`src/rtl/shift_ctr_pkg.sv`:
```
// Shared constants for the multimode shift-register counter.
package shift_ctr_pkg;

  localparam logic MODE_RING    = 1'b0;
  localparam logic MODE_JOHNSON = 1'b1;
  localparam logic DIR_FWD      = 1'b0;
  localparam logic DIR_REV      = 1'b1;

endpackage

```
`src/rtl/shift_ctr_decode.sv`:
```
// Combinational legality check and binary position decode of a ring/Johnson state.
module shift_ctr_decode
  import shift_ctr_pkg::*;
#(
  parameter int N = 4,
  localparam int IW = $clog2(2*N)
) (
  input  logic [N-1:0]  q,
  input  logic          mode,
  output logic          illegal,
  output logic [IW-1:0] idx
);

  localparam int CW = $clog2(N+1);

  logic [CW-1:0] pop;
  logic [CW-1:0] trans;
  logic [IW-1:0] pos;
  logic [IW-1:0] idx_john;

  always_comb begin
    pop   = '0;
    trans = '0;
    pos   = '0;
    for (int i = 0; i < N; i++) begin
      pop = pop + CW'(q[i]);
      if (q[i]) pos = IW'(i);
    end
    // One contiguous run of ones means at most one bit-to-bit transition.
    for (int i = 0; i < N-1; i++) begin
      trans = trans + CW'(q[i] ^ q[i+1]);
    end
  end

  always_comb begin
    idx_john = q[N-1] ? IW'(2*N - int'(pop)) : IW'(pop);
    if (mode == MODE_RING) begin
      illegal = (pop != CW'(1));
      idx     = illegal ? '0 : pos;
    end else begin
      illegal = (trans > CW'(1));
      idx     = illegal ? '0 : idx_john;
    end
  end

endmodule

```
`src/rtl/shift_counter_multimode.sv`:
```
// N-bit ring/Johnson counter with enable, direction, load, self-correction,
// index decode and a registered wrap pulse.
module shift_counter_multimode
  import shift_ctr_pkg::*;
#(
  parameter int N = 4,
  localparam int IW = $clog2(2*N)
) (
  input  logic          clk,
  input  logic          rst,
  input  logic          en,
  input  logic          mode,
  input  logic          dir,
  input  logic          load,
  input  logic [N-1:0]  load_val,
  output logic [N-1:0]  q,
  output logic [IW-1:0] idx,
  output logic          illegal,
  output logic          wrap
);

  localparam logic [N-1:0]  RING_SEED = N'(1);
  localparam logic [IW-1:0] LAST_RING = IW'(N-1);
  localparam logic [IW-1:0] LAST_JOHN = IW'(2*N-1);

  logic [N-1:0]  step_val;
  logic [IW-1:0] idx_last;
  logic          at_wrap;

  shift_ctr_decode #(.N(N)) u_decode (
    .q       (q),
    .mode    (mode),
    .illegal (illegal),
    .idx     (idx)
  );

  always_comb begin
    step_val = q;
    case ({mode, dir})
      {MODE_RING,    DIR_FWD}: step_val = {q[N-2:0], q[N-1]};
      {MODE_RING,    DIR_REV}: step_val = {q[0], q[N-1:1]};
      {MODE_JOHNSON, DIR_FWD}: step_val = {q[N-2:0], ~q[N-1]};
      {MODE_JOHNSON, DIR_REV}: step_val = {~q[0], q[N-1:1]};
      default:                 step_val = q;
    endcase
    idx_last = (mode == MODE_RING) ? LAST_RING : LAST_JOHN;
    // Wrap is judged on the pre-step position: last->0 forward, 0->last reverse.
    at_wrap  = (dir == DIR_FWD) ? (idx == idx_last) : (idx == '0);
  end

  always_ff @(posedge clk or posedge rst) begin
    if (rst) begin
      q    <= '0;
      wrap <= 1'b0;
    end else if (load) begin
      q    <= load_val;
      wrap <= 1'b0;
    end else if (en && illegal) begin
      q    <= (mode == MODE_RING) ? RING_SEED : '0;
      wrap <= 1'b0;
    end else if (en) begin
      q    <= step_val;
      wrap <= at_wrap;
    end else begin
      wrap <= 1'b0;
    end
  end

endmodule

```
`config.mk`:
```
export PLATFORM = sky130hd
export DESIGN_NAME = shift_counter_multimode
export DESIGN_NICKNAME = d
export VERILOG_FILES = /design/src/rtl/shift_ctr_pkg.sv /design/src/rtl/shift_ctr_decode.sv /design/src/rtl/shift_counter_multimode.sv
export SDC_FILE = /design/constraint.sdc
export NUM_CORES = 1
export LEC_CHECK = 0
export CORE_ASPECT_RATIO = 1.1
export CORE_MARGIN = 2
export CORE_UTILIZATION = 40
export DETAILED_ROUTE_END_ITERATION = 8
export HOLD_SLACK_MARGIN = 0.08
export PLACE_DENSITY_LB_ADDON = 0.3
export SLEW_MARGIN = 20
export SYNTH_ARGS = -nofsm -noshare
export SYNTH_HDL_FRONTEND = slang
export SYNTH_SLANG_ARGS = --single-unit
```
`constraint.sdc`:
```
create_clock -name clk -period 2.4 [get_ports clk]
set_clock_uncertainty 0.05 [all_clocks]
set_input_delay 0.36 -clock clk [delete_from_list [all_inputs] [get_ports clk]]
set_output_delay 0.36 -clock clk [all_outputs]
set_load 0.005 [all_outputs]
```
==> out/results.tsv, run 1 <==
stage	metric	value	unit
worst_setup_path	element type at the critical path end	output pin	
worst_setup_path	r2r endpoint	wrap$_DFF_PP0_	
detailed_routing	Via density	5.40	
placed_design	dpl cell area	946	um^2
clocking	clk sinks	5	
layout	Nets	145	
detailed_routing	WL/cell	15.1	um
worst_setup_path	crit path kind	flop to output pin	
synth	Distinct cells, synth	30	
placed_design	IO Port Bufs	18	
clocking	cts hold-fix bufs	0	
worst_setup_path	Worst Path Arrival	2.43	ns
synth	simple-gate share of the synthesized area	0.191	
layout	Area growth, synth to finish	101	%
floorplanning	DIE AREA	1800	um^2
synth	number of enable flip-flop cells after synthesis	0	
sta	Rel. slew slack	0.685	
power	Reg power frac	0.112	
global_routing	GRT overflow	0	
synth	post-synthesis compound-gate area fraction	0.248	
sta	actual slew at the worst max-slew pin	0.471	ns
clocking	Clock Latency Late Sink	0.26	ns
clocking	clock-pin slew on the worst setup and hold paths	0.05	ns
synth	Syn Inst Count	73	
power	sw power	0.336	mW
sta	final setup fails	8	
sta	count of pins over their slew limit	0	
worst_setup_path	worst r2r src	q[1]$_DFFE_PP0P_	
global_routing	vias in the first global route	753	
hold_path	Hold Crit Class	input pin to async pin	
global_routing	M1 GR Usage	0.306	
placed_design	GP Congestion	0.824	
clocking	TritonCTS clock tree	built	
clocking	# H-tree levels	1	
worst_setup_path	critical path startpoint category	flop	
layout	n_diodes	0	
detailed_routing	DRC	0	
power	combinational share of power	0.769	
detailed_routing	DR pass1 iterations	4	
sta	Max Clock Freq	0.352	GHz
synth	Synth Area in XOR/XNOR	0.0594	
synth	main combinational cell family by area after synthesis	compound AO/OA/AOI/OAI gates	
clocking	Clock Root Buffer	clkbuf_4	
detailed_routing	Routed Antenna Nets	0	
sta	Final Hold Fails	0	
synth	top_reg_cell synth	dfrtp_1	
power	Net Sw Frac	0.369	
synth	multiplexer share of the synthesized area	0.0340	
synth	Mean Syn Cell Area	8.07	um^2
detailed_routing	drt initial violations	15	
synth	asr flop ratio synth	1.00	
clocking	CTS Buf Count	3	
flow_run	MaxCap Viol Count	0	
floorplanning	Site Rows	14	
global_routing	largest net degree at the start of global routing	12	
global_routing	grt peak-use layer	met2	
synth	Post-Syn Area	589	um^2
synth	sequential fraction of the synthesis area	0.212	
floorplanning	Core ar.	1370	um^2
synth	Synth Area in Adders	0.161	
global_routing	global-route wire length before repair	3.22	mm
layout	share of layout cells above drive strength 1	0.528	
layout	Util after Layout	0.867	
status	status	finished with violations	
worst_setup_path	Worst EP required	1.99	ns
detailed_routing	final WL	2.17	mm
status	failing checks	setup timing	
power	Pleak	0.523	nW
global_routing	met2 usage	0.473	
synth	Syn. warnings	0	
power	worst vdd ir	0.457	mV
synth	Seq cells post-synth	5	
sta	min Tclk post-route	2.84	ns
power	Pwr Density	768	nW/um^2
floorplanning	I/O Pins	19	
worst_setup_path	critical path fanouts, max	2	
synth	Syn Nets	90	
global_routing	initial antenna violation count	0	
floorplanning	die height	44.3	um
floorplanning	die width	40.6	um
placed_design	post-detail-place hpwl	1.21	mm
global_routing	GR Util met3	0.0352	
worst_setup_path	setup slack, reg-to-reg	-0.36	ns
layout	commonest non-fill, non-tap cells in the layout	buf_4, clkdlybuf4s50_1, a21oi_1, buf_6, o21ai_2	
global_routing	GRT Overall Usage	0.273	
layout	commonest non-fill, non-tap cell in the layout	buf_4	
sta	RSZ-0062 raised after global routing	yes	
power	clock power share	0.119	
floorplanning	starting density of the core	0.431	
layout	post-route cell area	1180	um^2
sta	worst setup margin	-0.441	ns
sta	period utilisation layout	1.18	
worst_setup_path	R2R depth	12	
clocking	clock buffer depth	2	
power	Int Power	0.574	mW
detailed_routing	Via Count	772	
[per-layer routing]
metal / vias to the layer above / part of all wire
li1: 367 / -
met1: 375 / 0.41
met5: - / 0
met4: 0 / 0.028
met3: 7 / 0.042
met2: 23 / 0.52
[logic make-up (layout without fill, tap and decap cells)]
family,after synthesis,in the layout
buf+inv,12,66
fa+ha+maj,7,7
compound gates,24,24
mux,2,2
flops,5,5
simple gates,19,19
xor+xnor,4,4
[power groups by stage]
| stage | combinational (mW) | clock (mW) | sequential (mW) |
|---|---|---|---|
| floorplan | 0.235 | 0 | 0.109 |
| global placement | 0.430 | 0 | 0.102 |
| detailed placement | 0.438 | 0 | 0.102 |
| CTS | 0.611 | 0.102 | 0.101 |
| global route | 0.753 | 0.113 | 0.103 |
| finish | 0.700 | 0.108 | 0.102 |
[area by class of cell]
type,instances,area [um^2]
multi-input cells,56,527
repair buffers,54,453
fillers,73,181
flip-flops and latches,5,126
inverters,8,32.5
clock buffers,4,26.3
well taps,16,20.0
[worst max-delay path, stage by stage, from the launching register on]
cell     delay [ns]
dfrtp_2        0.42
ha_4           0.27
inv_2          0.04
fa_2           0.55
buf_6          0.11
buf_6          0.09
ha_4           0.12
and2b_1        0.20
xnor2_2        0.14
nor2_1         0.11
buf_2          0.12
[synthesized netlist by cell type (all sizes together) (2+ instances only)]
cell     n  area, um^2
nor2     4        15.0
o211ai   2        20.0
dfrtp    5         125
buf      4        25.0
nor3b    2        15.0
nand2    3        11.3
ha       6        75.1
inv      8        30.0
mux2i    2        20.0
xnor2    4        35.0
o21ai   10        53.8
nand2b   4        25.0
a21oi    7        35.0
[per-stage QoR]
stage	setup slack, ns	instances	hold slack, ns	power, mW	TNS (ns)
2_1_floorplan	-0.00716	73	0.0885	0.344	-0.0177
3_3_place_gp	-0.467	120	0.520	0.532	-1.76
3_5_place_dp	-0.503	120	0.525	0.540	-1.91
4_1_cts	-0.425	140	0.262	0.814	-2.01
5_1_grt	-0.495	143	0.276	0.969	-3.08
6_report	-0.441	143	0.249	0.910	-2.50
[worst max-delay path by stage]
stage | start | endpoint | slack [ns] | cells after the start
5_1_grt | q[0]$_DFFE_PP0P_ | idx[2] | -0.50 | 12
3_5_place_dp | q[1]$_DFFE_PP0P_ | idx[1] | -0.50 | 9
6_report | q[1]$_DFFE_PP0P_ | idx[2] | -0.44 | 10
2_1_floorplan | q[1]$_DFFE_PP0P_ | idx[0] | -0.007 | 8
4_1_cts | q[1]$_DFFE_PP0P_ | idx[2] | -0.42 | 12
3_3_place_gp | q[1]$_DFFE_PP0P_ | idx[1] | -0.47 | 9
[repair_timing]
action	CTS	global route
resized for setup	29	8
pin swaps	13	10
endpoints found under the setup margin	8	9
buffers inserted	28	3
hold endpoints to repair	0	0
[sequential cells by signal, summed over array words and instances, names as in the netlist]
name  flops
q         4
wrap      1
Power figures use the tool's default switching activity.
==> inputs of run 2 (changes only) <==
--- a/config.mk
+++ b/config.mk
@@ -5,7 +5,6 @@
 export SDC_FILE = /design/constraint.sdc
 export NUM_CORES = 1
 export LEC_CHECK = 0
-export CORE_ASPECT_RATIO = 1.1
 export CORE_MARGIN = 2
 export CORE_UTILIZATION = 40
 export DETAILED_ROUTE_END_ITERATION = 8
==> run 2 against run 1 <==
Against the previous run:
- the run still ends with setup timing left
- first-iteration DRC count grew to 2.7 times the previous value
- worst setup slack worse by 0.033 ns
- cell count is 7.0% lower
- die area hardly changed
- register-to-register slack better by 0.07 ns
- clock power is 6% lower
- non-clock buffer count is 9 lower
- final area is 7.1% lower
- utilization is 4.2 points lower
- critical endpoint is now idx[1]
==> out/results.tsv, run 2 (same netlist as run 1, synthesis figures left out) <==
stage	metric	value	unit
layout	Top reg by flops	q	
flow_run	MaxCap Viol Count	0	
sta	period utilisation layout	1.20	
sta	final setup fails	9	
global_routing	GRT overflow	0	
detailed_routing	DRC	0	
sta	Sum Neg Setup Slack	-2.53	ns
detailed_routing	final WL	2.60	mm
worst_setup_path	element type at the critical path end	output pin	
power	Pwr Density	767	nW/um^2
placed_design	placed cell count	119	
sta	Max Clock Freq	0.348	GHz
power	worst vdd ir	0.422	mV
clocking	clock buffer depth	2	
sta	RSZ-0062 raised after global routing	yes	
detailed_routing	WL/cell	19.5	um
layout	post-route cell area	1100	um^2
global_routing	vias in the first global route	730	
clocking	cts hold-fix bufs	0	
global_routing	initial antenna violation count	0	
hold_path	Hold Crit Class	input pin to async pin	
clocking	CTS Buf Count	3	
floorplanning	starting density of the core	0.442	
layout	Area growth, synth to finish	86.8	%
detailed_routing	DR pass1 iterations	4	
detailed_routing	Via Count	756	
floorplanning	I/O Pins	19	
detailed_routing	Via density	5.68	
floorplanning	Core ar.	1330	um^2
layout	Nets	136	
sta	Rel. slew slack	0.655	
worst_setup_path	worst r2r src	q[1]$_DFFE_PP0P_	
detailed_routing	Routed Antenna Nets	0	
placed_design	GP Congestion	0.824	
global_routing	GRT Overall Usage	0.270	
power	Pleak	0.479	nW
global_routing	global-route wire length before repair	3.51	mm
layout	commonest non-fill, non-tap cells in the layout	buf_4, clkdlybuf4s50_1, a21oi_1, o21ai_1	
worst_setup_path	R2R depth	14	
worst_setup_path	r2r endpoint	wrap$_DFF_PP0_	
worst_setup_path	setup slack, reg-to-reg	-0.29	ns
layout	share of layout cells above drive strength 1	0.466	
status	failing checks	setup timing	
sta	worst setup margin	-0.474	ns
sta	min Tclk post-route	2.87	ns
sta	hold_ws	0.252	ns
layout	biggest regs	q x4, wrap x1	
clocking	Clock Latency Late Sink	0.25	ns
clocking	# H-tree levels	1	
worst_setup_path	Worst EP required	1.99	ns
clocking	TritonCTS clock tree	built	
worst_setup_path	crit path kind	flop to output pin	
layout	fin cells	133	
sta	Final Hold Fails	0	
layout	Largest register FFs	4	
worst_setup_path	Slowest cell on crit path	dfrtp_2	
clocking	Clock Root Buffer	clkbuf_4	
worst_setup_path	CP max stage delay	0.42	ns
worst_setup_path	critical path fanouts, max	2	
placed_design	IO Port Bufs	18	
global_routing	largest net degree at the start of global routing	12	
worst_setup_path	critical path startpoint category	flop	
clocking	clk sinks	5	
floorplanning	DIE AREA	1800	um^2
layout	n_diodes	0	
clocking	clock-pin slew on the worst setup and hold paths	0.04	ns
placed_design	dpl cell area	945	um^2
worst_setup_path	most common cell type on the critical path	ha_4	
floorplanning	Site Rows	13	
detailed_routing	drt initial violations	41	
power	total power draw	0.845	mW
layout	commonest non-fill, non-tap cell in the layout	buf_4	
sta	count of pins over their slew limit	0	
status	status	finished with violations	
floorplanning	die height	42.4	um
floorplanning	die width	42.4	um
placed_design	post-detail-place hpwl	1.33	mm
worst_setup_path	crit path cell chain	ha_4, inv_4, fa_2, inv_2, ha_4, inv_4, ha_4, nor3b_4, nand2b_1, o21ai_2, buf_2	
worst_setup_path	Worst Path Arrival	2.46	ns
sta	actual slew at the worst max-slew pin	0.516	ns
## run 2: layout make-up
class | count | area, um^2
Inverter | 8 | 35.0
Multi-Input combinational cell | 56 | 520
Timing Repair Buffer | 45 | 374
Sequential cell | 5 | 126
Fill cell | 86 | 233
Clock buffer | 4 | 26.3
Tap cell | 15 | 18.8
## run 2: metal layers
layer,up-vias,routed length [um],track usage,share of wire
met5,-,0,0,0
met4,0,93,0.0500,0.036
met3,12,184,0.0733,0.071
met2,43,1360,0.517,0.52
met1,350,960,0.294,0.37
li1,351,-,-,-
## run 2: critical path: cells and delay by family (launching register included)
kind                     cells  cell delay [ns]
AO/OA/AOI/OAI                1             0.10
buffers and inverters        4             0.35
flip-flops                   1             0.42
adder cells (fa/ha/maj)      4             0.99
AND/OR/NAND/NOR              2             0.36
## run 2: how the worst max path moves through the flow
stage                           startpoint      to  slack (ns)
after global routing      q[1]$_DFFE_PP0P_  idx[2]       -0.53
after floorplan           q[1]$_DFFE_PP0P_  idx[0]      -0.007
after detailed placement  q[1]$_DFFE_PP0P_  idx[1]       -0.48
after CTS                 q[1]$_DFFE_PP0P_  idx[2]       -0.35
after global placement    q[1]$_DFFE_PP0P_  idx[1]       -0.46
final                     q[1]$_DFFE_PP0P_  idx[1]       -0.47
## run 2: what timing repair did
item,CTS,global route
buffers inserted,6,4
resized for setup,27,8
pin swaps,11,10
setup endpoints to repair,9,9
## run 2: through the flow
step,util,setup WS (ns)
after detailed placement,0.708,-0.481
after floorplan,-,-0.00716
after global routing,0.826,-0.530
final,0.826,-0.474
after CTS,0.789,-0.353
after global placement,0.708,-0.456
## run 2: where the power goes
part	total, mW	switching (mW)	internal, mW
registers	0.101	0.00717	0.0941
clock network	0.102	0.0388	0.0631
logic	0.642	0.292	0.350
total	0.845	0.338	0.507
==> inputs of run 3 (changes only) <==
--- a/config.mk
+++ b/config.mk
@@ -7,9 +7,11 @@
 export LEC_CHECK = 0
 export CORE_MARGIN = 2
 export CORE_UTILIZATION = 40
+export CTS_CLUSTER_SIZE = 30
 export DETAILED_ROUTE_END_ITERATION = 8
 export HOLD_SLACK_MARGIN = 0.08
 export PLACE_DENSITY_LB_ADDON = 0.3
+export SKIP_CTS_REPAIR_TIMING = 1
 export SLEW_MARGIN = 20
 export SYNTH_ARGS = -nofsm -noshare
 export SYNTH_HDL_FRONTEND = slang
==> run 3 against run 2 <==
Against the previous run:
- the run still ends with setup timing left
- sequential share of layout area grew 0.48 points
- combinational power shrank 15%
- critical path depth is the same
- final area shrank 4.0%
- non-clock buffer count shrank 5
- sequential power is essentially flat
- die area is the same
- worst setup slack gained 0.071 ns
- sequential cell count is the same
- clock power shrank 4%
- largest power group unchanged
==> out/results.tsv, run 3 (same netlist as run 1, synthesis figures left out) <==
stage	metric	value	unit
status	status	finished with violations	
status	failing checks	setup timing	
sta	min Tclk post-route	2.80	ns
worst_setup_path	R2R depth	14	
detailed_routing	drt initial violations	15	
sta	actual slew at the worst max-slew pin	0.517	ns
sta	count of pins over their slew limit	0	
floorplanning	Core ar.	1330	um^2
sta	RSZ-0062 raised after global routing	yes	
layout	share of layout cells above drive strength 1	0.416	
global_routing	GRT overflow	0	
worst_setup_path	crit path kind	flop to output pin	
sta	Rel. slew slack	0.654	
clocking	# H-tree levels	1	
floorplanning	starting density of the core	0.442	
hold_path	Hold Crit Class	input pin to async pin	
global_routing	global-route wire length before repair	2.61	mm
worst_setup_path	crit path cell chain	ha_4, inv_4, fa_2, inv_2, ha_4, inv_4, ha_4, nor3b_4, nand2b_1, o21ai_2, buf_2	
flow_run	MaxCap Viol Count	0	
worst_setup_path	CP max stage delay	0.41	ns
clocking	Clock Root Buffer	clkbuf_4	
sta	Sum Neg Setup Slack	-1.86	ns
worst_setup_path	critical path fanouts, max	2	
detailed_routing	Via density	5.49	
clocking	clock buffer depth	2	
global_routing	largest net degree at the start of global routing	12	
clocking	TritonCTS clock tree	built	
global_routing	GRT Overall Usage	0.195	
layout	Layout fillers	82	
worst_setup_path	Buf+Inv Stages, Crit Path	4	
placed_design	post-detail-place hpwl	1.33	mm
layout	commonest non-fill, non-tap cell in the layout	buf_4	
power	Pleak	0.460	nW
power	total power draw	0.742	mW
layout	area of the multi-input gates	514	um^2
clocking	Clock Latency Late Sink	0.24	ns
layout	n_diodes	0	
sta	worst setup margin	-0.403	ns
worst_setup_path	Worst EP required	1.99	ns
worst_setup_path	setup slack, reg-to-reg	-0.19	ns
layout	register area	126	um^2
clocking	CTS Buf Count	3	
worst_setup_path	CP Launch Point	q[1]$_DFFE_PP0P_	
clocking	clock-pin slew on the worst setup and hold paths	0.04	ns
detailed_routing	Routed Antenna Nets	0	
placed_design	GP Congestion	0.824	
floorplanning	Site Rows	13	
power	Pwr Density	702	nW/um^2
placed_design	pre-CTS setup slack	-0.481	ns
global_routing	vias in the first global route	611	
worst_setup_path	most common cell type on the critical path	ha_4	
global_routing	initial antenna violation count	0	
sta	Max Clock Freq	0.357	GHz
detailed_routing	WL/cell	14.6	um
worst_setup_path	r2r endpoint	wrap$_DFF_PP0_	
worst_setup_path	Slowest cell on crit path	dfrtp_2	
worst_setup_path	Worst setup endpoint	idx[1]	
detailed_routing	Via Count	703	
clocking	clk sinks	5	
worst_setup_path	worst r2r src	q[1]$_DFFE_PP0P_	
detailed_routing	DR pass1 iterations	4	
detailed_routing	final WL	1.87	mm
layout	biggest regs	q x4, wrap x1	
layout	commonest non-fill, non-tap cells in the layout	buf_4, clkdlybuf4s50_1, a21oi_1, o21ai_1, inv_1	
sta	Final Hold Fails	0	
floorplanning	DIE AREA	1800	um^2
worst_setup_path	Largest delay share family, worst path	adder cells	
worst_setup_path	element type at the critical path end	output pin	
sta	period utilisation layout	1.17	
placed_design	IO Port Bufs	18	
worst_setup_path	Worst Path Arrival	2.39	ns
layout	Top reg by flops	q	
worst_setup_path	Crit path depth	11	
floorplanning	die height	42.4	um
layout	Largest register FFs	4	
layout	Nets	131	
worst_setup_path	critical path startpoint category	flop	
detailed_routing	DRC	0	
layout	Area growth, synth to finish	79.4	%
floorplanning	I/O Pins	19	
sta	final setup fails	8	
floorplanning	die width	42.4	um
power	worst vdd ir	0.406	mV
## run 3: per-layer routing
metal | track usage | wire [um] | vias to the layer above
met4 | 0.0313 | 38 | 0
met3 | 0.0690 | 110 | 5
li1 | - | - | 340
met1 | 0.237 | 805 | 323
met5 | 0 | 0 | -
met2 | 0.335 | 913 | 35
## run 3: layout make-up
| cell class | count | area share |
|---|---|---|
| inverters | 8 | 0.0331 |
| repair buffers | 40 | 0.318 |
| clock buffers | 4 | 0.0249 |
| well taps | 15 | 0.0178 |
| flip-flops and latches | 5 | 0.120 |
| multi-input cells | 56 | 0.486 |
## run 3: worst reg2reg max path, stage by stage (launching register included)
cell and delay, ns:
dfrtp_2 0.41, ha_4 0.29, inv_4 0.04, fa_2 0.37, inv_2 0.07, ha_4 0.20, inv_4 0.07, ha_4 0.14
nor3b_4 0.22, o21ai_2 0.09, buf_4 0.14, buf_4 0.13, nor2_1 0.09, o21ai_1 0.09, a21oi_1 0.11
## run 3: power by group
group	switching (mW)	internal [mW]	leakage (nW)
clock	0.0347	0.0629	0.0150
sequential	0.00659	0.0942	0.0618
combinational	0.240	0.303	0.383
## run 3: stage by stage
step,cell area (um^2),cells,hold WS (ns),util
after global placement,945,119,0.516,0.708
final,1060,128,0.256,0.793
after floorplan,643,73,0.0885,-
after detailed placement,945,119,0.518,0.708
after global routing,1060,128,0.312,0.793
after CTS,971,123,0.258,0.728
## run 3: how the worst min path moves through the flow
stage / from / endpoint / slack [ns] / depth (start not counted)
after floorplan: rst / q[0]$_DFFE_PP0P_ / 0.09 / 1
final: rst / wrap$_DFF_PP0_ / 0.26 / 2
after global placement: rst / wrap$_DFF_PP0_ / 0.52 / 2
after detailed placement: rst / wrap$_DFF_PP0_ / 0.52 / 2
after global routing: rst / q[3]$_DFFE_PP0P_ / 0.31 / 2
after CTS: rst / wrap$_DFF_PP0_ / 0.26 / 2
